<file path="src/rtl/sseg_scan_sched_if.sv">
// sseg_scan_sched_if: control, update handshake and display bus of the seven-segment scan scheduler
interface sseg_scan_sched_if;
   logic        enable;
   logic        upd_req;
   logic [15:0] upd_data;
   logic        upd_ack;
   logic [3:0]  dig_en;
   logic [3:0]  disp_select;
   logic [7:0]  seven_value;
   logic        frame_done;
   modport master (
      output enable, upd_req, upd_data, dig_en,
      input  upd_ack, disp_select, seven_value, frame_done
   );
   modport slave (
      input  enable, upd_req, upd_data, dig_en,
      output upd_ack, disp_select, seven_value, frame_done
   );
endinterface

</file>
<file path="src/rtl/sseg_scan_sched.sv">
// sseg_scan_sched: 4-digit multiplexed seven-segment scanner with blanking dead-time and frame-aligned double buffering (SSEG_LZB_EN enables leading-zero blanking)
module sseg_scan_sched #(
   parameter int DIGIT_CYCLES = 50000,
   parameter int BLANK_CYCLES = 500
) (
   input logic               clk,
   input logic               reset,
   sseg_scan_sched_if.slave  bus
);
   localparam int CW = $clog2(DIGIT_CYCLES);
   localparam logic [1:0] IDLE  = 2'd0;
   localparam logic [1:0] BLANK = 2'd1;
   localparam logic [1:0] DRIVE = 2'd2;
   localparam logic [1:0] FIRST = (BLANK_CYCLES == 0) ? DRIVE : BLANK;
   localparam logic [CW-1:0] DC_LAST = CW'(DIGIT_CYCLES - 1);
   localparam logic [CW-1:0] BC_LAST = CW'((BLANK_CYCLES == 0) ? 0 : BLANK_CYCLES - 1);

   logic [1:0]    state_q, state_d;
   logic [CW-1:0] cnt_q, cnt_d;
   logic [1:0]    digit_q, digit_d;
   logic [15:0]   shadow_q, shadow_d;
   logic          ack_q, ack_d;
   logic          fd_q, fd_d;
   logic [3:0]    sel_q, sel_d;
   logic [7:0]    seg_q, seg_d;
   logic          take, lzb, lit;

   function automatic logic [7:0] seg_pat(input logic [3:0] n);
      case (n)
         4'h0: seg_pat = 8'hFC;
         4'h1: seg_pat = 8'h60;
         4'h2: seg_pat = 8'hDA;
         4'h3: seg_pat = 8'hF2;
         4'h4: seg_pat = 8'h66;
         4'h5: seg_pat = 8'hB6;
         4'h6: seg_pat = 8'hBE;
         4'h7: seg_pat = 8'hE0;
         4'h8: seg_pat = 8'hFE;
         4'h9: seg_pat = 8'hF6;
         4'hA: seg_pat = 8'hEE;
         4'hB: seg_pat = 8'h3E;
         4'hC: seg_pat = 8'h9C;
         4'hD: seg_pat = 8'h7A;
         4'hE: seg_pat = 8'h9E;
         default: seg_pat = 8'h8E;
      endcase
   endfunction

   // Slot sequencing: the counter runs across the blank and drive phases of one digit slot
   always_comb begin
      state_d = state_q;
      cnt_d   = cnt_q;
      digit_d = digit_q;
      if (!bus.enable) begin
         state_d = IDLE;
         cnt_d   = '0;
         digit_d = '0;
      end else begin
         case (state_q)
            IDLE: begin
               state_d = FIRST;
               cnt_d   = '0;
               digit_d = '0;
            end
            BLANK: begin
               cnt_d   = cnt_q + CW'(1);
               state_d = (cnt_q == BC_LAST) ? DRIVE : BLANK;
            end
            DRIVE: begin
               cnt_d   = (cnt_q == DC_LAST) ? '0 : cnt_q + CW'(1);
               digit_d = (cnt_q == DC_LAST) ? digit_q + 2'd1 : digit_q;
               state_d = (cnt_q == DC_LAST) ? FIRST : DRIVE;
            end
            default: state_d = IDLE;
         endcase
      end
   end

   // Output decode and shadow commit; new values land only at frame end or while idle
   always_comb begin
      fd_d     = (state_q != IDLE) && (digit_q == 2'd3) && (cnt_q == DC_LAST);
      take     = bus.upd_req && !ack_q && ((state_q == IDLE) || fd_d);
      ack_d    = take;
      shadow_d = take ? bus.upd_data : shadow_q;
`ifdef SSEG_LZB_EN
      lzb      = (digit_q != 2'd0) && ((shadow_q >> {digit_q, 2'b00}) == 16'h0);
`else
      lzb      = 1'b0;
`endif
      lit      = bus.enable && (state_q == DRIVE) && bus.dig_en[digit_q] && !lzb;
      sel_d    = lit ? ~(4'b0001 << digit_q) : 4'hF;
      seg_d    = lit ? ~seg_pat(shadow_q[{digit_q, 2'b00} +: 4]) : 8'hFF;
   end

   // State and registered outputs; reset leaves the display dark and drops any pending handshake
   always_ff @(posedge clk or posedge reset) begin
      if (reset) begin
         state_q  <= IDLE;
         cnt_q    <= '0;
         digit_q  <= '0;
         shadow_q <= 16'h0000;
         ack_q    <= 1'b0;
         fd_q     <= 1'b0;
         sel_q    <= 4'hF;
         seg_q    <= 8'hFF;
      end else begin
         state_q  <= state_d;
         cnt_q    <= cnt_d;
         digit_q  <= digit_d;
         shadow_q <= shadow_d;
         ack_q    <= ack_d;
         fd_q     <= fd_d;
         sel_q    <= sel_d;
         seg_q    <= seg_d;
      end
   end

   assign bus.upd_ack     = ack_q;
   assign bus.frame_done  = fd_q;
   assign bus.disp_select = sel_q;
   assign bus.seven_value = seg_q;
endmodule
</file>
<file path="src/flat_wrapper.sv">
// flat-port wrapper written by rule: the top's interface ports become plain ports
module sseg_scan_sched_flat 
#(
   parameter int DIGIT_CYCLES = 50000,
   parameter int BLANK_CYCLES = 500
)
  (clk, reset, bus_enable, bus_upd_req, bus_upd_data, bus_dig_en, bus_upd_ack, bus_disp_select, bus_seven_value, bus_frame_done);
  sseg_scan_sched_if bus_i ();
  input logic clk;
  input logic reset;
  input wire logic [$bits(bus_i.enable)-1:0] bus_enable;
  input wire logic [$bits(bus_i.upd_req)-1:0] bus_upd_req;
  input wire logic [$bits(bus_i.upd_data)-1:0] bus_upd_data;
  input wire logic [$bits(bus_i.dig_en)-1:0] bus_dig_en;
  output wire logic [$bits(bus_i.upd_ack)-1:0] bus_upd_ack;
  output wire logic [$bits(bus_i.disp_select)-1:0] bus_disp_select;
  output wire logic [$bits(bus_i.seven_value)-1:0] bus_seven_value;
  output wire logic [$bits(bus_i.frame_done)-1:0] bus_frame_done;
  assign bus_i.enable = bus_enable;
  assign bus_i.upd_req = bus_upd_req;
  assign bus_i.upd_data = bus_upd_data;
  assign bus_i.dig_en = bus_dig_en;
  assign bus_upd_ack = bus_i.upd_ack;
  assign bus_disp_select = bus_i.disp_select;
  assign bus_seven_value = bus_i.seven_value;
  assign bus_frame_done = bus_i.frame_done;
  sseg_scan_sched #(.DIGIT_CYCLES(DIGIT_CYCLES), .BLANK_CYCLES(BLANK_CYCLES)) u_core (.clk(clk), .reset(reset), .bus(bus_i));
endmodule
</file>
<file path="config.mk">
export PLATFORM = sky130hd
export DESIGN_NAME = sseg_scan_sched_flat
export DESIGN_NICKNAME = d
export VERILOG_FILES = /design/src/rtl/sseg_scan_sched_if.sv /design/src/rtl/sseg_scan_sched.sv /design/src/flat_wrapper.sv
export SDC_FILE = /design/constraint.sdc
export NUM_CORES = 1
export LEC_CHECK = 0
export CORE_UTILIZATION = 50
export DETAILED_ROUTE_END_ITERATION = 16
export PLACE_DENSITY_LB_ADDON = 0.2
export SLEW_MARGIN = 20
export SYNTH_ARGS = -nofsm -noshare
export SYNTH_HDL_FRONTEND = slang
export SYNTH_SLANG_ARGS = --single-unit
</file>
<file path="constraint.sdc">
create_clock -name clk -period 7.4 [get_ports clk]
set_input_delay 0.74 -clock clk [delete_from_list [all_inputs] [get_ports clk]]
set_output_delay 0.74 -clock clk [all_outputs]
set_load 0.005 [all_outputs]
</file>
==> results of run 1 <==
==> through the flow <==
stage                     std cells  utilization  hold WS [ps]  instance area [um2]
after floorplan                 239            -           452                 2610
after global routing            343        0.639           518                 3120
final                           343        0.639           492                 3120
after global placement          335        0.619           463                 3020
after detailed placement        335        0.619           475                 3020
after CTS                       343        0.639           495                 3120
==> worst max-delay path by stage <==
stage	slack, ps	end	from	cells after the start
after global routing	4420	u_core.shadow_q[12]	u_core.cnt_q[0]	6
after detailed placement	4610	u_core.shadow_q[12]	u_core.cnt_q[5]	5
after CTS	4590	u_core.shadow_q[12]	u_core.cnt_q[5]	5
after floorplan	4940	u_core.shadow_q[10]	u_core.cnt_q[4]	6
after global placement	4620	u_core.shadow_q[12]	u_core.cnt_q[4]	5
final	4580	u_core.shadow_q[12]	u_core.cnt_q[5]	5
==> layout make-up <==
cell class | instances | area [um2]
Tap cell | 67 | 83.8
Clock inverter | 2 | 13.8
Inverter | 14 | 53.8
Timing Repair Buffer | 37 | 368
Fill cell | 401 | 1760
Clock buffer | 6 | 82.6
Multi-Input combinational cell | 168 | 1280
Sequential cell | 49 | 1240
==> cells by family (layout without fill, tap and decap cells) <==
logic type,Yosys count,after routing,synth area share
flops,49,49,0.475
compound gates,52,52,0.128
mux,23,23,0.120
simple gates,76,76,0.165
xor+xnor,1,1,0.00336
other cells,1,1,0.00144
buf+inv,22,59,0.0360
fa+ha+maj,15,15,0.0719
==> flip-flops by register name, summed over array words and instances, names as in the netlist <==
name / count
u_core.bus.disp_select: 4
u_core.shadow_q: 16
u_core.digit_q: 2
u_core.bus.seven_value: 7
u_core.state_q: 2
u_core.bus.frame_done: 1
u_core.cnt_q: 16
u_core.bus.upd_ack: 1
==> power by group through the flow <==
stage          Clock [uW]  Sequential [uW]  Combinational [uW]
6_report              163              298                96.4
5_1_grt               180              301                 108
4_1_cts               167              298                97.1
3_5_place_dp            0              303                96.8
3_3_place_gp            0              302                94.4
2_1_floorplan           0              299                70.1
==> synth_stat cells, types with 2 or more instances <==
library cell / count / share of area
a21oi_1: 13 / 0.025
mux2i_1: 2 / 0.0077
nand3_1: 7 / 0.013
a22o_1: 2 / 0.0067
mux2_2: 7 / 0.030
nand2_1: 19 / 0.027
nor4b_1: 2 / 0.0067
and3_1: 3 / 0.0072
ha_1: 15 / 0.072
nor2_1: 9 / 0.013
dfstp_2: 11 / 0.11
mux2_1: 9 / 0.039
nor2b_1: 2 / 0.0048
dfrtp_1: 38 / 0.36
a31oi_1: 5 / 0.012
nor3_1: 9 / 0.017
clkbuf_1: 6 / 0.0086
inv_1: 14 / 0.020
a21o_1: 7 / 0.020
o21ai_0: 12 / 0.023
or3_1: 2 / 0.0048
nand2b_1: 6 / 0.014
o22a_1: 2 / 0.0067
and2_1: 2 / 0.0048
o221ai_1: 4 / 0.013
nand4_1: 6 / 0.014
mux4_2: 5 / 0.043
or2_2: 3 / 0.0072
==> layer usage <==
metal,global-route usage,wire [um]
met5,0,0
met1,0.292,2400
met4,0.0650,86
met3,0.0474,209
met2,0.329,2370
==> worst max-delay path, cell delays in order (launching register included) <==
cell     delay (ps)
dfrtp_1         450
or4b_4          560
nor4_4          450
a21oi_2         140
nor3b_4         700
mux2_2          410
==> qor.yml, run 1 <==
status: "finished, final reports clean"
rsz0062_at_grt: "false"
clk_pin_slew_ps: 90
r2r_cells: 5
grt_use_total: 0.210
end_kind: "register"
min_path_cells: 1
maxSlewViolCount: 0
setup_tns_ps: 0
p_sw_uw: 147
grt_max_degree: 50
whs_endpoint: "u_core.shadow_q[6]"
area_growth_pct: 19.5
syn_inst: 239
post_drt_wl_per_cell_um: 14.8
vdd_drop_max_uv: 150
mostFrequentLayoutCell: "dfrtp_1"
leakage_uw: 0.00129
crit_required_ps: 7590
syn_nets: 278
timing.fmax_mhz: 355
htreeDepth: 2
cts_root_buf: "clkbuf_8"
p_comb_frac: 0.173
cts_tree: "yes"
start_util: 0.535
r2r-end: "u_core.shadow_q[12]"
power_uw: 557
drive_above_1_share: 0.149
grt_pass1_wl_mm: 8.66
max_slew_margin: 0.411
setup_slack_ps: 4580
finalHoldViolCount: 0
vias_per_cell: 5.57
fp.dieW_um: 74.3
postCtsHoldBufs: 0
cts.sinks: 49
cp_data_arrival_time_ps: 3010
dpl.hpwl_mm: 3.66
antenna_cells: 0
first_global_vias: 1845
cp_max_fo: 17
drt-pass1-iter-count: 4
die-area_um2: 5510
cts_setup_buffers: 0
drtIter0Drc: 165
yosysWarnings: 0
worstHoldStart: "u_core.shadow_q[6]"
sequentialPowerShare: 0.534
maxCapViolCount: 0
drc: 0
powerDensity_nw_per_um2: 179
synthArstFlopShare: 1.00
cts_made_buffers: 5
rows: 25
gp_congestion: 0.888
syn_avg_cell_area_um2: 10.9
skew_ps: 8.13
grt_overflow: 0
r2r_slack_ps: 4580
clk_latency_ps: 300
wl_mm: 5.07
dp_slack_ps: 4610
ys.flop_type: "dfrtp_1"
startpoint_type: "register"
worst_slew_pin_slew_ps: 883
antenna_left: 0
setup_violations: 0
internal_power_uw: 411
crit_type: "register to register"
ys_seq_area_frac: 0.475
min_path_type: "register to register"
ctsResizeCount: 0
synth_area_um2: 2610
r2r_start: "u_core.cnt_q[5]"
antenna_found_initial: 0
dr_total_vias: 1912
io_buffers: 36
layout_min_cycle_time_ps: 2820
layout_common_cells: "dfrtp_1, clkdlybuf4s50_1, nand2_1, ha_1"
die_y_um: 74.3
timing.final.crit_share: 0.381
ys_types: 45
clockBufferDepth: 2
ios: 38
swShare: 0.263
fin_nets: 314
p_clk_frac: 0.293
synth_edf_count: 0
ys_seq_elements: 49
core_um2: 4880
(Power assumes the default switching activity.)
==> inputs of run 2 (changes only) <==
==> constraint.sdc (replaced) <==
create_clock -name clk -period 2.75 [get_ports clk]
set_input_delay 0.275 -clock clk [delete_from_list [all_inputs] [get_ports clk]]
set_output_delay 0.275 -clock clk [all_outputs]
set_load 0.005 [all_outputs]
==> run 2 against run 1 <==
Critical path depth grew 1. Routed wire length shrank 0.45%. Power grew to 2.7 times the previous value. Die area is the same. Worst setup slack lost 4300 ps. Combinational power grew to 2.7 times the previous value. Fmax grew 13%. Worst hold slack lost 70 ps. Cell count grew 0.87%. Clock skew grew 3.8 ps. Clock power grew to 2.6 times the previous value. Cell area grew 0.48%.
==> qor.yml, run 2 (synthesized netlist as in run 1, its figures left out) <==
status: "finished, final reports clean"
io_buffers: 36
layout_common_cells: "dfrtp_1, clkdlybuf4s50_1, nand2_1, ha_1"
grt_max_degree: 50
cts_tree: "yes"
antenna_left: 0
die-area_um2: 5510
setup_slack_ps: 247
crit_type: "register to register"
grt_overflow: 0
vias_per_cell: 5.56
ctsResizeCount: 0
cp_max_fo: 17
rsz0062_at_grt: "false"
clk_latency_ps: 300
skew_ps: 12.0
worst_slew_pin_slew_ps: 844
cts_setup_buffers: 0
cts_root_buf: "clkbuf_8"
grt_use_total: 0.204
postCtsHoldBufs: 0
grt_pass1_wl_mm: 8.50
startpoint_type: "register"
drc: 0
cts.sinks: 49
top_layer: "met4"
drtIter0Drc: 129
min_path_type: "primary input to asynchronous set/reset pin"
fp.dieW_um: 74.3
timing.final.crit_share: 0.910
met1_length_mm: 2.41
dpl.hpwl_mm: 3.63
timing.fmax_mhz: 400
post_drt_wl_per_cell_um: 14.6
setup_tns_ps: 0
core_um2: 4880
first_global_vias: 1866
setup_violations: 0
dr_total_vias: 1925
drive_above_1_share: 0.158
end_kind: "register"
die_y_um: 74.3
maxSlewViolCount: 0
ios: 38
maxCapViolCount: 0
crit_required_ps: 2950
antenna_cells: 0
rows: 25
dp_slack_ps: 272
mostFrequentLayoutCell: "dfrtp_1"
start_util: 0.535
area_growth_pct: 20.0
vdd_drop_max_uv: 347
antenna_found_initial: 0
powerDensity_nw_per_um2: 476
htreeDepth: 2
gp_congestion: 0.828
fin_nets: 317
cts_made_buffers: 5
leakage_uw: 0.00130
cp_data_arrival_time_ps: 2700
wl_mm: 5.05
clk_pin_slew_ps: 100
finalHoldViolCount: 0
met2RoutedLength_mm: 2.44
wl_met3_um: 161
drt-pass1-iter-count: 4
layout_min_cycle_time_ps: 2500
max_slew_margin: 0.437
clockBufferDepth: 2
-- run 2: per-layer routing --
layer / track usage / vias to the layer above
li1: - / 938
met1: 0.276 / 935
met2: 0.340 / 48
met3: 0.0366 / 4
met4: 0.0545 / 0
met5: 0 / -
-- run 2: critical path: stages (launching register included) --
cell     delay, ps
dfrtp_1        460
or4b_4         560
nor4_4         450
a21oi_2        140
nor3b_4        170
buf_4          260
mux2_2         360
-- run 2: final cells by class --
class | instances | area (um2)
clock buffers | 5 | 68.8
clock inverters | 3 | 21.3
multi-input cells | 168 | 1280
inverters | 14 | 52.6
fillers | 416 | 1750
well taps | 67 | 83.8
repair buffers | 40 | 390
flip-flops and latches | 49 | 1240
-- run 2: path summary, 6_finish.rpt --
check,depth (start not counted),from,end,slack (ps)
setup / recovery,6,u_core.cnt_q[5],u_core.shadow_q[15],250
hold / removal,3,reset,u_core.shadow_q[6],420
setup reg to reg,6,u_core.cnt_q[5],u_core.shadow_q[15],250
hold reg to reg,1,u_core.shadow_q[6],u_core.shadow_q[6],490
max in group asynchronous,3,reset,u_core.cnt_q[3],1890
min in group clk,1,u_core.shadow_q[6],u_core.shadow_q[6],490
-- run 2: stage by stage --
step	area [um2]	power, uW	std cells	hold slack, ps	utilization
2_1_floorplan	2610	994	239	410	-
4_1_cts	3130	1510	346	459	0.642
3_5_place_dp	3040	1080	338	475	0.624
5_1_grt	3130	1570	346	503	0.642
6_report	3130	1490	346	422	0.642
3_3_place_gp	3040	1070	338	463	0.624
-- run 2: power by group --
| part | total [uW] | switching (uW) | leakage [uW] | internal (uW) |
|---|---|---|---|---|
| combinational | 261 | 132 | 0.000644 | 129 |
| sequential | 802 | 28.3 | 0.000608 | 774 |
| clock | 427 | 247 | 0.0000445 | 181 |
==> inputs of run 3 (changes only) <==
--- a/config.mk
+++ b/config.mk
@@ -8,7 +8,7 @@
 export CORE_UTILIZATION = 50
 export DETAILED_ROUTE_END_ITERATION = 16
 export PLACE_DENSITY_LB_ADDON = 0.2
-export SLEW_MARGIN = 20
+export RECOVER_POWER = 100
 export SYNTH_ARGS = -nofsm -noshare
 export SYNTH_HDL_FRONTEND = slang
 export SYNTH_SLANG_ARGS = --single-unit
==> run 3 against run 2 <==
Sequential power is essentially flat. Critical endpoint unchanged. Register-to-register slack lost 30 ps. Worst setup slack lost 30 ps. Non-clock buffer count is the same. Combinational power is essentially flat. Routed wire length shrank 0.38%. Cell count is the same. Cell area shrank 0.20%. Utilization shrank 0.13 points. Clock power is essentially flat. Fmax shrank 1.2%. First-iteration DRC count grew 4.7%.
==> qor.yml, run 3 (synthesized netlist as in run 1, its figures left out) <==
area_growth_pct: 19.8
cp_max_fo: 17
antenna_cells: 0
layout.filler_cells: 419
min_path_type: "register to register"
fp.dieW_um: 74.3
io_buffers: 36
ios: 38
cts_tree: "yes"
cts_made_buffers: 5
first_global_vias: 1866
ctsResizeCount: 0
vias_per_cell: 5.57
startpoint_type: "register"
r2r_slack_ps: 220
placed_cell_area_um2: 3040
crit_type: "register to register"
r2r-end: "u_core.shadow_q[15]"
die-area_um2: 5510
drive_above_1_share: 0.151
setup_violations: 0
power_uw: 1490
cts_setup_buffers: 0
drtIter0Drc: 135
die_y_um: 74.3
critical_path.slowest_cell: "or4b_1"
maxCapViolCount: 0
htreeDepth: 2
sequentialPowerShare: 0.539
p_clk_frac: 0.287
cpLargestDelayFamily: "simple AND/OR/NAND/NOR gates"
grt_pass1_wl_mm: 8.50
internal_power_uw: 1080
layout_min_cycle_time_ps: 2530
clk_latency_ps: 300
regArea_um2: 1240
utilization: 0.641
setup_tns_ps: 0
cpPeakStageDelay_ps: 590
p_comb_frac: 0.174
fin_nets: 317
grt_max_degree: 50
fin_area_um2: 3130
mostFrequentLayoutCell: "dfrtp_1"
swShare: 0.273
finalHoldViolCount: 0
antenna_found_initial: 0
postCtsHoldBufs: 0
multi_input_comb_area_um2: 1270
timing.final.crit_share: 0.921
max_slew_margin: 0.217
cp_cell_sequence: "or4b_1 > nor4_4 > a21oi_2 > nor3b_4 > buf_4 > mux2_2"
whs_endpoint: "u_core.shadow_q[6]"
dp_slack_ps: 272
layout_common_cells: "dfrtp_1, clkdlybuf4s50_1, nand2_1, ha_1, dlygate4sd3_1"
p_sw_uw: 406
min_path_cells: 1
cp_data_arrival_time_ps: 2730
antenna_left: 0
crit_required_ps: 2950
worstHoldStart: "u_core.shadow_q[6]"
maxSlewViolCount: 0
worst-path-buf-inv: 1
clockBufferDepth: 2
dpl.hpwl_mm: 3.63
r2r_start: "u_core.cnt_q[5]"
leakage_uw: 0.00126
post_drt_wl_per_cell_um: 14.5
grt_use_total: 0.204
grt_overflow: 0
cts_root_buf: "clkbuf_8"
drt-pass1-iter-count: 4
worst_slew_pin_slew_ps: 1170
rows: 25
cts.sinks: 49
gp_congestion: 0.828
core_um2: 4880
start_util: 0.535
dr_total_vias: 1927
skew_ps: 12.0
r2r_cells: 6
vdd_drop_max_uv: 343
rsz0062_at_grt: "false"
clk_pin_slew_ps: 100
drc: 0
timing.fmax_mhz: 395
wl_mm: 5.03
setup_slack_ps: 217
status: "finished, final reports clean"
end_kind: "register"
powerDensity_nw_per_um2: 476
[run 3: cell count changes in the layout (fill, tap and decap cells not counted)]
cell / change
inv_2: -1
or4b_4: -1
and2_1: -1
buf_4: -1
clkbuf_2: +1
or4b_1: +1
clkinv_1: +1
dlygate4sd3_1: +14
and2_0: +1
clkdlybuf4s50_1: -14
[run 3: worst reg2reg max path: cells and delay by family (launching register included)]
| family | cells | cell delay (ps) |
|---|---|---|
| compound gates | 1 | 140 |
| buf+inv | 1 | 260 |
| flops | 1 | 440 |
| mux | 1 | 360 |
| simple gates | 3 | 1220 |
[run 3: how the worst max path moves through the flow]
stage               cells after the start       startpoint                   to
floorplan                               6  u_core.cnt_q[4]  u_core.shadow_q[10]
CTS                                     6  u_core.cnt_q[5]   u_core.shadow_q[0]
finish                                  6  u_core.cnt_q[5]  u_core.shadow_q[15]
global placement                        6  u_core.cnt_q[4]  u_core.shadow_q[12]
global route                            6  u_core.cnt_q[5]   u_core.shadow_q[7]
detailed placement                      6  u_core.cnt_q[5]   u_core.shadow_q[0]
[run 3: power groups by stage]
| stage | Clock, uW | Sequential (uW) | Combinational (uW) |
|---|---|---|---|
| 2_1_floorplan | 0 | 805 | 189 |
| 4_1_cts | 442 | 802 | 265 |
| 3_3_place_gp | 0 | 813 | 256 |
| 3_5_place_dp | 0 | 816 | 264 |
| 6_report | 427 | 802 | 259 |
| 5_1_grt | 472 | 808 | 289 |
[run 3: cell type report]
cell class                 count  share of cell area
clock inverter                 3             0.00680
clock buffer                   5              0.0220
sequential                    49               0.397
inverter                      14              0.0168
timing repair buffer          40               0.124
multi-input combinational    168               0.407
tap                           67              0.0268
[run 3: through the flow]
| step | hold WS (ps) | instances |
|---|---|---|
| 3_5_place_dp | 475 | 338 |
| 3_3_place_gp | 463 | 338 |
| 4_1_cts | 459 | 346 |
| 5_1_grt | 513 | 346 |
| 6_report | 492 | 346 |
| 2_1_floorplan | 410 | 239 |
[run 3: per-layer routing]
layer  vias to the layer above  global-route usage  share of wire
met5                         -                   0              0
met4                         0              0.0545         0.0064
met3                         4              0.0366          0.034
met2                        48               0.340           0.49
met1                       934               0.276           0.47
li1                        941                   -              -
